===== src/rtl/if_stage_pipe.sv =====
// IF stage: PC register and IF/ID pipeline register, driven by the stall vector,
// with branch redirects held pending across PC stalls. Optional macro STALL_PERF_CNT_EN.
//
// state | meaning
// IDLE  | in/just out of reset, ROM disabled, PC parked at RESET_PC
// BOOT  | one cycle with ROM enabled at RESET_PC, PC not yet advancing
// RUN   | normal fetch, stall and redirect handling
module if_stage_pipe #(
  parameter logic [31:0] RESET_PC = 32'h0000_0000,
  parameter logic [31:0] NOP_INST = 32'h0000_0000
) (
  input  logic        clk,
  input  logic        rst,
  input  logic [5:0]  stall,
  input  logic        branch_flag_i,
  input  logic [31:0] branch_target_i,
  input  logic [31:0] inst_i,
  output logic [31:0] pc_o,
  output logic        ce_o,
  output logic [31:0] id_pc_o,
  output logic [31:0] id_inst_o,
  output logic        id_valid_o
`ifdef STALL_PERF_CNT_EN
  ,
  output logic [31:0] stall_cycles_o,
  output logic        redirect_lost_o
`endif
);

  typedef enum logic [1:0] {IDLE, BOOT, RUN} state_t;

  state_t      state_q, state_d;
  logic        ce_q, ce_d;
  logic [31:0] pc_q, pc_d;
  logic        pend_v_q, pend_v_d;
  logic [31:0] pend_addr_q, pend_addr_d;
  logic [31:0] id_pc_q, id_pc_d;
  logic [31:0] id_inst_q, id_inst_d;
  logic        id_valid_q, id_valid_d;
`ifdef STALL_PERF_CNT_EN
  logic [31:0] stall_cnt_q, stall_cnt_d;
  logic        lost_q, lost_d;
`endif

  // Upper stall bits belong to later stages.
  logic unused_stall;
  assign unused_stall = ^stall[5:3];

  always_comb begin
    state_d     = state_q;
    ce_d        = ce_q;
    pc_d        = pc_q;
    pend_v_d    = pend_v_q;
    pend_addr_d = pend_addr_q;
    id_pc_d     = id_pc_q;
    id_inst_d   = id_inst_q;
    id_valid_d  = id_valid_q;
`ifdef STALL_PERF_CNT_EN
    stall_cnt_d = stall_cnt_q;
    lost_d      = lost_q;
`endif
    case (state_q)
      IDLE: begin
        state_d = BOOT;
        ce_d    = 1'b1;
        pc_d    = RESET_PC;
      end
      BOOT: state_d = RUN;
      RUN: begin
        // A live branch outranks a pending one; pending redirects wait out the stall.
        if (stall[0]) begin
          if (branch_flag_i) begin
            pend_v_d    = 1'b1;
            pend_addr_d = branch_target_i;
          end
        end else if (branch_flag_i) begin
          pc_d     = branch_target_i;
          pend_v_d = 1'b0;
        end else if (pend_v_q) begin
          pc_d     = pend_addr_q;
          pend_v_d = 1'b0;
        end else begin
          pc_d = pc_q + 32'd4;
        end

        if (!stall[1]) begin
          id_pc_d    = pc_q;
          id_inst_d  = inst_i;
          id_valid_d = 1'b1;
        end else if (!stall[2]) begin
          id_pc_d    = 32'h0;
          id_inst_d  = NOP_INST;
          id_valid_d = 1'b0;
        end
`ifdef STALL_PERF_CNT_EN
        if (stall[0] && (stall_cnt_q != 32'hFFFF_FFFF)) stall_cnt_d = stall_cnt_q + 32'd1;
        if (stall[0] && branch_flag_i && pend_v_q) lost_d = 1'b1;
`endif
      end
      default: state_d = IDLE;
    endcase
  end

  always_ff @(posedge clk or negedge rst) begin
    if (!rst) begin
      state_q     <= IDLE;
      ce_q        <= 1'b0;
      pc_q        <= RESET_PC;
      pend_v_q    <= 1'b0;
      pend_addr_q <= 32'h0;
      id_pc_q     <= 32'h0;
      id_inst_q   <= NOP_INST;
      id_valid_q  <= 1'b0;
`ifdef STALL_PERF_CNT_EN
      stall_cnt_q <= 32'h0;
      lost_q      <= 1'b0;
`endif
    end else begin
      state_q     <= state_d;
      ce_q        <= ce_d;
      pc_q        <= pc_d;
      pend_v_q    <= pend_v_d;
      pend_addr_q <= pend_addr_d;
      id_pc_q     <= id_pc_d;
      id_inst_q   <= id_inst_d;
      id_valid_q  <= id_valid_d;
`ifdef STALL_PERF_CNT_EN
      stall_cnt_q <= stall_cnt_d;
      lost_q      <= lost_d;
`endif
    end
  end

  assign pc_o       = pc_q;
  assign ce_o       = ce_q;
  assign id_pc_o    = id_pc_q;
  assign id_inst_o  = id_inst_q;
  assign id_valid_o = id_valid_q;
`ifdef STALL_PERF_CNT_EN
  assign stall_cycles_o  = stall_cnt_q;
  assign redirect_lost_o = lost_q;
`endif

endmodule


===== config.mk =====
export PLATFORM = sky130hd
export DESIGN_NAME = if_stage_pipe
export DESIGN_NICKNAME = d
export VERILOG_FILES = /design/src/rtl/if_stage_pipe.sv
export SDC_FILE = /design/constraint.sdc
export NUM_CORES = 1
export LEC_CHECK = 0
export BUFFER_PORTS_ARGS = -buffer_cell sky130_fd_sc_hd__buf_2
export CAP_MARGIN = 20
export CORE_AREA = 4 4 118 120
export CTS_CLUSTER_DIAMETER = 150
export DETAILED_ROUTE_END_ITERATION = 7
export DIE_AREA = 0 0 122 124
export PLACE_DENSITY_LB_ADDON = 0.2
export SETUP_SLACK_MARGIN = 0.5
export SLEW_MARGIN = 0
export SYNTH_ARGS = -nofsm -noshare
export SYNTH_HDL_FRONTEND = slang
export SYNTH_SLANG_ARGS = --single-unit

===== constraint.sdc =====
create_clock -name clk -period 2 [get_ports clk]
set_input_delay 0.4 -clock clk [delete_from_list [all_inputs] [get_ports clk]]
set_output_delay 0.4 -clock clk [all_outputs]
set_load 0.03 [all_outputs]

==> impl_metrics.tcl, run 1 <==
set metrics [dict create \
    status "finished, final reports clean" \
    setup_slack_ns 0.161 \
    wl_per_cell_um 21.3 \
    synth.avg_cell_area_um2 11.6 \
    gp_congestion 0.840 \
    drc 0 \
    hold_class "in2reg" \
    antenna_found_initial 0 \
    clock_skew_ns 0.00759 \
    ctsLongestPathBuffers 2 \
    cts-root-buf "clkbuf_16" \
    wl_met3_um 1630 \
    port_buffers 167 \
    synth_area_leaders "dfrtp_1 (56%), a22o_1 (10%), mux2_2 (6.0%)" \
    io_pins 171 \
    p_seq_share_pct 38.8 \
    min_period_over_period_pct 91.9 \
    power_switching_w 0.00273 \
    p_leak_nw 4.35 \
    min_period_ns 1.84 \
    hp-start "inst_i[20]" \
    switching_share_pct 31.7 \
    start_kind "flop" \
    fillCellCount 903 \
    multi_input_area_um2 2840 \
    path_class "reg2reg" \
    fmax_ghz 0.544 \
    wl_met2_um 10100 \
    dieArea_um2 15100 \
    drive_gt1_share_pct 55.1 \
    cts_max_level 4 \
    grt_pass1_vias 5433 \
    met1Wirelength_um 8610 \
    grt_pass1_wl_um 28600 \
    report.final.hold_viol_count 0 \
    synth_top_area_share_pct 55.5 \
    holdWs_ns 0.203 \
    worst_setup_path_end_kind "flop" \
    power_frac_comb_pct 26.7 \
    die_y_um 124 \
    dr.pass1.iters 5 \
    core_um2 13000 \
    async_reset_ff_share_pct 100 \
    finalSetupViolCount 0 \
    wl_um 20800 \
    crit_path_max_fanout 3 \
    grt_setup_unrepaired "true" \
    synth_ff_type "dfrtp_1" \
    track_usage_pct 24.5 \
    clock_latency_ns 0.42 \
    route.top_layer_used "met4" \
    drtIter0Drc 552 \
    ant_nets 0 \
    power_density_nw_per_um2 928 \
    synth_edf_count 0 \
    clock_power_share_pct 34.5 \
    overflow 0 \
    syn_area_um2 6000 \
    vias 5832 \
    tritoncts "built" \
    nNetsFinal 861 \
    rows 42 \
    seqCellArea_um2 3360 \
    vias_per_cell 5.98 \
    worstMarginPinSlew_ns 0.756 \
    synth-seq-area-share_pct 55.5 \
    initial_core_util_pct 46.2 \
    yosysUniqueCellTypes 58 \
    yosys_warnings 0 \
    synth_top_area_cell "dfrtp_1" \
    cp-startpoint "pc_o[2]$_DFFE_PN0P_" \
    numCtsBuffers 17 \
    synth_cells 517 \
    cts.sinks 133 \
    post-place-ws_ns 0.0842 \
    relSlewSlack_pct 49.6 \
    syn_to_final_growth_pct 54.9 \
    final_max_slew_viol_count 0 \
    grt_max_degree 65 \
    n_antenna_cell 0 \
    tns_ns 0 \
    clkTransAtPathRegs_ns 0.05 \
    ys_seq_elements 133 \
    synth_fp_nets 591 \
    required_ns 2.30 \
    max_cap_violations 0 \
    die_w_um 122 \
    peakVddDrop_uv 476 \
    hpwl_um 11600 \
    critPathArrivalTime_ns 2.14 \
    power.internal_w 0.00588 \
    reg2reg_from "pc_o[2]$_DFFE_PN0P_" \
]
## stage by stage
| step | total power, W | std cells | utilization [%] | cell area (um^2) |
|---|---|---|---|---|
| floorplan | 0.00443 | 517 | - | 6110 |
| global placement | 0.00500 | 852 | 55.6 | 7210 |
| detailed placement | 0.00505 | 852 | 55.6 | 7210 |
| CTS | 0.00833 | 933 | 65.6 | 8510 |
| global route | 0.00896 | 976 | 71.5 | 9290 |
| finish | 0.00861 | 976 | 71.5 | 9290 |
## cells in the final DEF (no fill, tap or decap), types with 10 or more instances in the layout
cell,instances
inv_1,10
buf_6,51
buf_2,141
o21ai_0,17
a22o_1,69
mux2_2,32
a21oi_1,16
dfrtp_1,105
nor2_1,24
clkbuf_16,23
o22ai_1,12
nand2_1,19
dfrtp_2,28
buf_4,71
o21ai_1,12
## worst max-delay path: stages (launching register included)
cell,delay (ns)
dfrtp_2,0.38
ha_4,0.15
nand3_4,0.09
or4_4,0.53
or2_4,0.25
a21o_1,0.15
a22o_1,0.17
## sequential cells by signal (all words and copies together), names as in the netlist
register,count
id_valid_o,1
pc_o,32
id_inst_o,32
pend_v_q,1
ce_o,1
id_pc_o,32
state_q,2
pend_addr_q,32
## power groups by stage
stage,Sequential [W],Clock (W),Combinational (W)
3_3_place_gp,0.00338,0,0.00162
6_report,0.00334,0.00297,0.00230
4_1_cts,0.00332,0.00300,0.00201
3_5_place_dp,0.00340,0,0.00165
2_1_floorplan,0.00380,0,0.000635
5_1_grt,0.00338,0.00315,0.00243
## synth_stat cells, types with 6 or more instances
| cell | instances |
|---|---|
| o2bb2ai_1 | 10 |
| nand2_1 | 23 |
| a21oi_1 | 16 |
| a22o_1 | 69 |
| o221ai_1 | 15 |
| clkbuf_1 | 25 |
| inv_1 | 10 |
| o22ai_1 | 12 |
| mux2_2 | 32 |
| nor3_1 | 9 |
| nor2_1 | 32 |
| dfrtp_1 | 133 |
| o21ai_0 | 33 |
| nand3_1 | 9 |
| a21o_1 | 6 |
## what timing repair did
| item | CTS | global route |
|---|---|---|
| gates cloned | 2 | 11 |
| endpoints found under the hold margin | 47 | 0 |
| endpoints found under the setup margin | 74 | 145 |
| buffers inserted | 46 | 32 |
| pin swaps | 20 | 44 |
| gates resized for setup | 92 | 82 |
| hold buffers | 1 | 0 |
## routing by layer
metal | vias up | GRT usage (%)
li1 | 2536 | -
met4 | 0 | 8.47
met5 | - | 0
met3 | 44 | 6.04
met1 | 2956 | 33.1
met2 | 296 | 38.7
## layout make-up
cell class,instances,area share [%]
multi-input combinational,339,30.6
tap,176,2.37
clock inverter,8,0.795
timing repair buffer,286,24.3
clock buffer,24,5.30
sequential,133,36.2
inverter,10,0.404
## kinds of logic after synthesis
logic type | Yosys count | share of synthesized area, %
AND/OR/NAND/NOR | 114 | 10.4
adder cells (fa/ha/maj) | 1 | 0.209
multiplexers | 33 | 6.18
flip-flops | 133 | 55.5
XOR/XNOR | 4 | 0.584
buffers and inverters | 46 | 3.90
AO/OA/AOI/OAI | 186 | 23.2
## path summary, 6_finish.rpt
| path | end | slack, ns | depth (start not counted) |
|---|---|---|---|
| min in group asynchronous | id_inst_o[20]$_DFFE_PN0P_ | 0.54 | 2 |
| max in group asynchronous | pend_addr_q[14]$_DFFE_PN0P_ | 0.84 | 3 |
| hold / removal | id_inst_o[20]$_DFFE_PN0P_ | 0.20 | 2 |
| hold reg to reg | ce_o$_DFFE_PN0P_ | 0.47 | 1 |
| setup reg to reg | pc_o[16]$_DFFE_PN0P_ | 0.16 | 6 |
| setup / recovery | pc_o[16]$_DFFE_PN0P_ | 0.16 | 6 |
No activity file was read; power rests on OpenSTA's default activity.
==> inputs of run 2 (changes only) <==
Settings changed: RECOVER_POWER from default to 25.
==> impl_metrics.tcl, run 2 (same netlist as run 1, synthesis figures left out) <==
set metrics [dict create \
    max_stage_delay_ns 0.53 \
    power.internal_w 0.00587 \
    peakVddDrop_uv 475 \
    nNetsFinal 861 \
    path_class "reg2reg" \
    tns_ns 0 \
    ctsLongestPathBuffers 2 \
    core_um2 13000 \
    finalSetupViolCount 0 \
    drive_gt1_share_pct 54.9 \
    fin_util_pct 71.2 \
    drc 0 \
    reg2reg_depth 6 \
    holdWs_ns 0.201 \
    clock_latency_ns 0.42 \
    clkTransAtPathRegs_ns 0.05 \
    layout_commonest_cell "buf_2" \
    cts.sinks 133 \
    cts-root-buf "clkbuf_16" \
    met2_usage_pct 38.7 \
    power_switching_w 0.00274 \
    dieArea_um2 15100 \
    cp-startpoint "pc_o[2]$_DFFE_PN0P_" \
    report.final.hold_viol_count 0 \
    grt_pass1_wl_um 28600 \
    min_period_ns 1.84 \
    grt_setup_unrepaired "true" \
    rows 42 \
    n_antenna_cell 0 \
    power_frac_comb_pct 26.7 \
    use_met1_pct 33.1 \
    met3_usage_pct 6.04 \
    required_ns 2.31 \
    ant_nets 0 \
    worstPathCellList "ha_4, nand3_4, or4_4, or2_4, a21o_1, a22o_1" \
    drtIter0Drc 486 \
    wl_per_cell_um 21.3 \
    numCtsBuffers 17 \
    p_leak_nw 4.34 \
    io_pins 171 \
    worstMarginPinSlew_ns 0.766 \
    port_buffers 167 \
    final_cell_mix "buf_2 (141), dfrtp_1 (105), buf_4 (71), a22o_1 (69), buf_6 (50)" \
    reg2reg_to "pc_o[16]$_DFFE_PN0P_" \
    tritoncts "built" \
    status "finished, final reports clean" \
    grt-busiest-layer "met2" \
    syn_to_final_growth_pct 54.2 \
    die_w_um 122 \
    dr.pass1.iters 5 \
    start_kind "flop" \
    reg2reg_from "pc_o[2]$_DFFE_PN0P_" \
    overflow 0 \
    cts_max_level 4 \
    relSlewSlack_pct 48.9 \
    antenna_found_initial 0 \
    worst_setup_path_end_kind "flop" \
    hpwl_um 11600 \
    clock_power_share_pct 34.5 \
    min_period_over_period_pct 92.0 \
    clock_skew_ns 0.00888 \
    hold_class "in2reg" \
    grt_pass1_vias 5433 \
    initial_core_util_pct 46.2 \
    r2r_slack_ns 0.16 \
    crit_path_max_fanout 3 \
    grt_max_degree 65 \
    switching_share_pct 31.8 \
    fmax_ghz 0.544 \
    die_y_um 124 \
    crit_path_end "pc_o[16]$_DFFE_PN0P_" \
    wl_um 20800 \
    final_max_slew_viol_count 0 \
    critPathArrivalTime_ns 2.14 \
    track_usage_pct 24.5 \
    p_seq_share_pct 38.8 \
    gp_congestion 0.840 \
    max_cap_violations 0 \
    vias_per_cell 5.95 \
    power_density_nw_per_um2 932 \
    vias 5803 \
    critPathSlowestCell "or4_4" \
]
[run 2: changes by cell type in the layout (fill, tap and decap cells not counted)]
cell      before  now
buf_12         9    7
clkbuf_2       0    2
buf_6         51   50
clkbuf_1       3    4
nor2_1        24   25
nor2_2         6    5
[run 2: repair_timing]
item                                    CTS  global route
hold endpoints to repair                 47             0
hold buffers                              1             0
pin swaps                                20            44
cloned                                    2            11
buffers inserted                         46            32
gates resized for setup                  92            82
endpoints found under the setup margin   74           145
[run 2: critical path, delay by kind of cell (launching register included)]
kind                     cells  cell delay, ns
AND/OR/NAND/NOR              3            0.87
flip-flops                   1            0.38
AO/OA/AOI/OAI                2            0.32
adder cells (fa/ha/maj)      1            0.15
[run 2: metrics by stage]
step                power [W]  std cells  setup WS (ns)  cell area, um^2
detailed placement    0.00505        852         0.0842             7210
floorplan             0.00443        517         0.0438             6110
global placement      0.00500        852         0.0946             7210
global route          0.00896        976         0.0929             9250
finish                0.00861        976          0.161             9250
CTS                   0.00833        933          0.179             8510
[run 2: worst min-delay path by stage]
stage | from | endpoint | slack, ns | depth (start not counted)
final | inst_i[20] | id_inst_o[20]$_DFFE_PN0P_ | 0.20 | 2
after global routing | inst_i[26] | id_inst_o[26]$_DFFE_PN0P_ | 0.20 | 2
after CTS | inst_i[20] | id_inst_o[20]$_DFFE_PN0P_ | 0.19 | 2
after detailed placement | rst | id_inst_o[20]$_DFFE_PN0P_ | 0.39 | 1
after global placement | rst | id_inst_o[20]$_DFFE_PN0P_ | 0.37 | 1
after floorplan | rst | ce_o$_DFFE_PN0P_ | 0.10 | 0
[run 2: cell type report]
type | count | area (um^2)
clock buffers | 24 | 492
clock inverters | 8 | 73.8
fillers | 907 | 3730
inverters | 10 | 37.5
multi-input cells | 339 | 2840
flip-flops and latches | 133 | 3360
well taps | 176 | 220
repair buffers | 286 | 2220
[run 2: power groups by stage]
stage	clock, W	sequential [W]	combinational [W]
floorplan	0	0.00380	0.000635
global placement	0	0.00338	0.00162
detailed placement	0	0.00340	0.00165
CTS	0.00300	0.00332	0.00201
global route	0.00315	0.00338	0.00243
finish	0.00297	0.00334	0.00230
[run 2: per-layer routing]
metal  up-vias  wire length [um]  part of all wire (%)
met5         -                 0                     0
met4         0               442                   2.1
met3        50              1780                   8.6
met2       320             10100                    49
met1      2898              8480                    41
li1       2535                 -                     -
